<file path="src/rtl/transmisor_angulos_serial.sv">
`default_nettype none
// ============================================================================
// Module      : transmisor_angulos_serial
// Description : UART-style (8N1, LSB first) transmitter for servo angle
//               frames. On a request it latches three 8-bit angles and sends
//               HEADER, ang2, ang3, ang4 (plus an optional checksum byte).
//               Angles equal to 8'hFF are sent as 8'hFE so the header byte
//               stays unique on the line.
// Config      : define CHECKSUM_EN to append a 5th byte holding
//               (ang2 + ang3 + ang4) mod 256 of the clamped angles, itself
//               clamped from 8'hFF to 8'hFE.
// Ports       : clk          - system clock, rising edge
//               rst_n        - asynchronous active-low reset
//               enviar       - frame request, sampled when idle
//               ang_servo_2/3/4 - 8-bit angles
//               canal_serial - serial line, idle high
//               ocupado      - high while a frame is on the line
//               trama_lista  - one-cycle pulse when a frame completes
// Revision    : 1.0 - initial release
// ============================================================================
module transmisor_angulos_serial #(
   parameter int         CLKS_PER_BIT = 1000,
   parameter logic [7:0] HEADER       = 8'hFF
) (
   input  logic       clk,
   input  logic       rst_n,
   input  logic       enviar,
   input  logic [7:0] ang_servo_2,
   input  logic [7:0] ang_servo_3,
   input  logic [7:0] ang_servo_4,
   output logic       canal_serial,
   output logic       ocupado,
   output logic       trama_lista
);

   localparam int c_TIMER_W = (CLKS_PER_BIT > 1) ? $clog2(CLKS_PER_BIT) : 1;
   localparam logic [c_TIMER_W-1:0] c_LAST_TICK = c_TIMER_W'(CLKS_PER_BIT - 1);
`ifdef CHECKSUM_EN
   localparam logic [2:0] c_LAST_BYTE = 3'd4;
`else
   localparam logic [2:0] c_LAST_BYTE = 3'd3;
`endif

   typedef enum logic [2:0] {
      S_IDLE  = 3'd0,
      S_START = 3'd1,
      S_DATA  = 3'd2,
      S_STOP  = 3'd3,
      S_DONE  = 3'd4
   } state_t;

   state_t                 r_state;
   logic [c_TIMER_W-1:0]   r_timer;
   logic [2:0]             r_bit_idx;
   logic [2:0]             r_byte_idx;
   logic [7:0]             r_ang2;
   logic [7:0]             r_ang3;
   logic [7:0]             r_ang4;
   logic                   r_line;
   logic                   r_ocupado;
   logic                   r_trama;
   logic                   r_enviar_prev;

   logic                   w_tick;
   logic                   w_start;
   logic [2:0]             w_next_bit;
   logic [7:0]             w_byte;

   // Payload bytes must never look like the sync byte.
   function automatic logic [7:0] clamp_ff(input logic [7:0] v);
      return (v == 8'hFF) ? 8'hFE : v;
   endfunction

`ifdef CHECKSUM_EN
   logic [7:0] r_cks;
   logic [7:0] w_sum;
   logic [7:0] w_cks;
   assign w_sum = clamp_ff(ang_servo_2) + clamp_ff(ang_servo_3) + clamp_ff(ang_servo_4);
   assign w_cks = clamp_ff(w_sum);
`endif

   assign w_tick     = (r_timer == c_LAST_TICK);
   assign w_next_bit = r_bit_idx + 3'd1;

   // A new frame starts from IDLE, or straight out of DONE when enviar has
   // been held high across the end of the previous frame. A request that
   // first appears in the DONE cycle is not accepted there.
   assign w_start = enviar &&
                    ((r_state == S_IDLE) || ((r_state == S_DONE) && r_enviar_prev));

   always_comb begin
      w_byte = HEADER;
      case (r_byte_idx)
         3'd1:    w_byte = r_ang2;
         3'd2:    w_byte = r_ang3;
         3'd3:    w_byte = r_ang4;
`ifdef CHECKSUM_EN
         3'd4:    w_byte = r_cks;
`endif
         default: w_byte = HEADER;
      endcase
   end

   always_ff @(posedge clk or negedge rst_n) begin
      if (!rst_n) begin
         r_state       <= S_IDLE;
         r_timer       <= '0;
         r_bit_idx     <= '0;
         r_byte_idx    <= '0;
         r_ang2        <= '0;
         r_ang3        <= '0;
         r_ang4        <= '0;
         r_line        <= 1'b1;
         r_ocupado     <= 1'b0;
         r_trama       <= 1'b0;
         r_enviar_prev <= 1'b0;
`ifdef CHECKSUM_EN
         r_cks         <= '0;
`endif
      end else begin
         r_enviar_prev <= enviar;
         r_trama       <= 1'b0;
         if (w_start) begin
            r_ang2     <= clamp_ff(ang_servo_2);
            r_ang3     <= clamp_ff(ang_servo_3);
            r_ang4     <= clamp_ff(ang_servo_4);
`ifdef CHECKSUM_EN
            r_cks      <= w_cks;
`endif
            r_byte_idx <= '0;
            r_bit_idx  <= '0;
            r_timer    <= '0;
            r_ocupado  <= 1'b1;
            r_line     <= 1'b0;
            r_state    <= S_START;
         end else begin
            case (r_state)
               S_IDLE: begin
                  r_line  <= 1'b1;
                  r_timer <= '0;
               end
               S_START: begin
                  if (w_tick) begin
                     r_timer   <= '0;
                     r_bit_idx <= '0;
                     r_line    <= w_byte[0];
                     r_state   <= S_DATA;
                  end else begin
                     r_timer <= r_timer + 1'b1;
                  end
               end
               S_DATA: begin
                  if (w_tick) begin
                     r_timer <= '0;
                     if (r_bit_idx == 3'd7) begin
                        r_line  <= 1'b1;
                        r_state <= S_STOP;
                     end else begin
                        r_bit_idx <= w_next_bit;
                        r_line    <= w_byte[w_next_bit];
                     end
                  end else begin
                     r_timer <= r_timer + 1'b1;
                  end
               end
               S_STOP: begin
                  if (w_tick) begin
                     r_timer <= '0;
                     if (r_byte_idx == c_LAST_BYTE) begin
                        r_trama   <= 1'b1;
                        r_ocupado <= 1'b0;
                        r_line    <= 1'b1;
                        r_state   <= S_DONE;
                     end else begin
                        r_byte_idx <= r_byte_idx + 3'd1;
                        r_line     <= 1'b0;
                        r_state    <= S_START;
                     end
                  end else begin
                     r_timer <= r_timer + 1'b1;
                  end
               end
               S_DONE: begin
                  r_line  <= 1'b1;
                  r_state <= S_IDLE;
               end
               default: begin
                  r_line    <= 1'b1;
                  r_ocupado <= 1'b0;
                  r_timer   <= '0;
                  r_state   <= S_IDLE;
               end
            endcase
         end
      end
   end

   assign canal_serial = r_line;
   assign ocupado      = r_ocupado;
   assign trama_lista  = r_trama;

endmodule
`default_nettype wire

</file>
<file path="config.mk">
export PLATFORM = sky130hd
export DESIGN_NAME = transmisor_angulos_serial
export DESIGN_NICKNAME = d
export VERILOG_FILES = /design/src/rtl/transmisor_angulos_serial.sv
export SDC_FILE = /design/constraint.sdc
export NUM_CORES = 1
export LEC_CHECK = 0
export ABC_AREA = 0
export CORE_ASPECT_RATIO = 0.9
export CORE_UTILIZATION = 40
export DETAILED_ROUTE_END_ITERATION = 8
export PLACE_DENSITY_LB_ADDON = 0.25
export RECOVER_POWER = 100
export SETUP_SLACK_MARGIN = 0.1
export SYNTH_ARGS = -nofsm -noshare
export SYNTH_HDL_FRONTEND = slang
export SYNTH_SLANG_ARGS = --single-unit
</file>
<file path="constraint.sdc">
create_clock -name clk -period 4.55 [get_ports clk]
set_input_delay 0.91 -clock clk [delete_from_list [all_inputs] [get_ports clk]]
set_output_delay 0.91 -clock clk [all_outputs]
set_load 0.02 [all_outputs]
</file>
==> load_flow_metrics.sql <==
INSERT INTO impl_metrics (metric_group, metric, value, unit) VALUES
('yosys', 'synth_edf_count', '0', ''),
('die', 'rows', '26', ''),
('worst_hold_path', 'holdPathStages', '2', ''),
('route', 'detail-route-antenna-nets', '0', ''),
('yosys', 'yosys.area.top_type_share', '46.6', '%'),
('cts', 'tritoncts', 'done', ''),
('sta', 'setup_repair_after_global_routing_missed_its_margin', 'no', ''),
('cells_and_area', 'num_antenna_cells', '0', ''),
('yosys', 'syn_avg_cell_area', '10.7', 'um^2'),
('setup_path', 'critPathArrivalTime', '3.26', 'ns'),
('sta', 'setup-tns-final', '0', 'ns'),
('sta', 'post_layout_min_period', '3.08', 'ns'),
('grt', 'grt_max_degree', '48', ''),
('cts', 'clock_insertion_delay_at_the_later_pin_of_the_skew_report', '0.30', 'ns'),
('status', 'failed_checks', 'design-rule violations, max-capacitance violations, max-slew violations', ''),
('cells_and_area', 'drive_gt1_share', '15.8', '%'),
('route', 'dr_total_vias', '1856', ''),
('sta', 'fin_worst_hold_slack', '0.490', 'ns'),
('cts', 'cts-root-buf', 'clkbuf_8', ''),
('die', 'floorplan.io_pins', '30', ''),
('place', 'post-place-ws', '1.75', 'ns'),
('cts', 'cts.sink_count', '47', ''),
('yosys', 'synthFlopType', 'dfrtp_1', ''),
('setup_path', 'cp_max_fo', '34', ''),
('die', 'die-height', '76.5', 'um'),
('sta', 'achievable-frequency', '324', 'MHz'),
('sta', 'worst_slew_pin_slew', '2.46', 'ns'),
('sta', 'setup_viol', '0', ''),
('cts', 'cts-resized-gates', '0', ''),
('sta', 'final.period_utilization', '67.8', '%'),
('route', 'viasPerCell', '5.64', ''),
('cts', 'clk_transition_reported_paths', '0.08', 'ns'),
('cts', 'cts_htree_levels', '2', ''),
('die', 'floorplan.die_area', '0.00649', 'mm^2'),
('sta', 'final_max_slew_viol_count', '48', ''),
('die', 'die-width', '84.8', 'um'),
('cts', 'cts.hold.buffers_added', '0', ''),
('yosys', 'synth.yosys.seq_area_share', '47.7', '%'),
('sta', 'fin_ws', '1.47', 'ns'),
('grt', 'grt_overflow', '0', ''),
('grt', 'grt_pass1_wl', '8.63', 'mm'),
('yosys', 'synth-async-reset-ratio', '100', '%'),
('die', 'floorplan.initialDensity', '42.4', '%'),
('setup_path', 'timing_worst_setup_path_type', 'input port to register', ''),
('cts', 'clock_buffer_count_from_cts', '5', ''),
('yosys', 'cell_count_after_synthesis', '231', ''),
('place', 'dp_hpwl', '3.60', 'mm'),
('power_and_ir_drop', 'p_leak', '0.00122', 'uW'),
('yosys', 'area_of_the_mapped_netlist', '0.00247', 'mm^2'),
('power_and_ir_drop', 'max_ir_drop_vdd', '0.131', 'mV'),
('yosys', 'synth_fp_nets', '265', ''),
('status', 'status', 'finished with violations', ''),
('setup_path', 'worstSetupEndpointType', 'register', ''),
('route', 'drt-wirelength-per-cell', '15.1', 'um'),
('route', 'route.detailed.drc', '1', ''),
('yosys', 'yosys_register_bits', '47', ''),
('yosys', 'netlist.top_cell.by_area', 'dfrtp_1', ''),
('cells_and_area', 'num-fill-cells', '559', ''),
('grt', 'groute.usage.overall', '16.6', '%'),
('place', 'port-buffer-count', '29', ''),
('setup_path', 'worstPathRequired', '4.73', 'ns'),
('yosys', 'netlist_top_cells_count', '46 x dfrtp_1, 21 x mux2_2, 20 x nand2_1', ''),
('sta', 'max_slew_margin', '-64.1', '%'),
('place', 'gpl.final_weighted_congestion', '0.752', ''),
('cells_and_area', 'syn_to_final_growth', '15.5', '%'),
('die', 'core_region_area', '0.00582', 'mm^2'),
('worst_hold_path', 'hold_path_class', 'register to register', ''),
('route', 'firstDrtPassIters', '6', ''),
('grt', 'grt_antenna_before_repair', '0', ''),
('setup_path', 'worstRegToRegCells', '4', ''),
('grt', 'via_count_of_the_first_global_routing_pass', '1767', ''),
('sta', 'skew', '0.00604', 'ns'),
('yosys', 'yosys.cell_types.count', '53', ''),
('route', 'drt_iter0_markers', '114', ''),
('setup_path', 'crit_path_start_kind', 'input port', ''),
('power_and_ir_drop', 'power_per_cell_area', '254', 'mW/mm^2'),
('cells_and_area', 'finalCoreUtilization', '49.0', '%'),
('sta', 'final_hold_viol_count', '0', ''),
('yosys', 'yosys_warnings', '0', ''),
('route', 'detail_route.wirelength', '4.98', 'mm'),
('yosys', 'synthMostInstantiatedCell', 'dfrtp_1', ''),
('flow_run', 'drv_cap', '1', ''),
('cells_and_area', 'nNetsFinal', '292', ''),
('cts', 'clockBufferDepth', '2', ''),
('yosys', 'synth.top_cells.by_area', 'dfrtp_1 47%, mux2_2 9.6%, ha_1 3.5%', ''),
('cts', 'postCtsSetupRepairBufs', '0', '');
==> stage by stage <==
| stage | power [uW] | area (um^2) | cells |
|---|---|---|---|
| after floorplan | 428 | 2470 | 231 |
| after global placement | 462 | 2800 | 321 |
| after detailed placement | 462 | 2800 | 321 |
| after CTS | 735 | 2900 | 329 |
| after global routing | 753 | 2850 | 329 |
| final | 724 | 2850 | 329 |
==> per-layer routing <==
metal	up-vias	global-route usage [%]	routed length (um)
li1	916	-	-
met1	899	25.6	2620
met2	34	22.9	2140
met3	7	3.47	160
met4	0	5.59	55
met5	-	0	0
==> path summary, 6_finish.rpt <==
path                                             start                        to  slack [ns]
worst max-delay path                            enviar  r_bit_idx[0]$_DFFE_PN0P_        1.47
worst min-delay path             r_ang3[0]$_DFFE_PN0P_     r_ang3[0]$_DFFE_PN0P_        0.49
worst max register to register  r_state[0]$_DFFE_PN0P_  r_bit_idx[0]$_DFFE_PN0P_        1.95
worst min register to register   r_ang3[0]$_DFFE_PN0P_     r_ang3[0]$_DFFE_PN0P_        0.49
max in group asynchronous                        rst_n    r_timer[0]$_DFFE_PN0P_        1.78
min in group asynchronous                        rst_n    r_timer[5]$_DFFE_PN0P_        1.35
==> power by group <==
group / switching, uW / internal, uW / leakage, uW / total (uW)
clock: 133 / 139 / 0.0000515 / 272
sequential: 0.218 / 418 / 0.000605 / 418
combinational: 14.3 / 19.9 / 0.000564 / 34.3
total: 148 / 576 / 0.00122 / 724
==> sequential cells by signal, summed over array words and instances (netlist names) <==
| name | cells |
|---|---|
| r_ang3 | 8 |
| r_bit_idx | 3 |
| r_timer | 10 |
| r_ang4 | 8 |
| r_ang2 | 8 |
| r_state | 3 |
| r_enviar_prev | 1 |
| trama_lista | 1 |
| canal_serial | 1 |
| r_byte_idx | 3 |
| ocupado | 1 |
==> area by class of cell <==
class,count,area (um^2),share of cell area (%)
Inverter,6,22.5,0.790
Timing Repair Buffer,29,284,9.96
Tap cell,70,87.6,3.07
Clock buffer,8,100,3.51
Sequential cell,47,1180,41.3
Multi-Input combinational cell,169,1180,41.4
==> cells by family (layout without fill, tap and decap cells) <==
kind of cell / Yosys count / after routing / share of synthesized area (%)
simple gates: 74 / 74 / 18.0
compound gates: 65 / 65 / 17.4
flops: 47 / 47 / 47.7
mux: 22 / 22 / 10.2
buf+inv: 15 / 43 / 2.79
fa+ha+maj: 7 / 7 / 3.55
xor+xnor: 1 / 1 / 0.355
==> layout by cell type (no fill, tap or decap), types with 5 or more instances in the layout <==
cell	n
o21ai_0	24
dfrtp_1	46
mux2_2	21
nor3_1	6
a21oi_1	6
clkdlybuf4s50_1	24
clkbuf_8	7
a22o_1	5
ha_1	7
nand2_1	20
nor2_1	10
nand3b_1	5
inv_1	5
o21ai_1	6
nand3_1	10
nand4_1	5
==> worst max-delay path, cell delays in order <==
cell and delay [ns]:
dlygate4sd3_1 0.57, nand3_1 1.01, o31a_1 0.45, mux2_1 0.31
No activity file was read; power rests on OpenSTA's default activity.
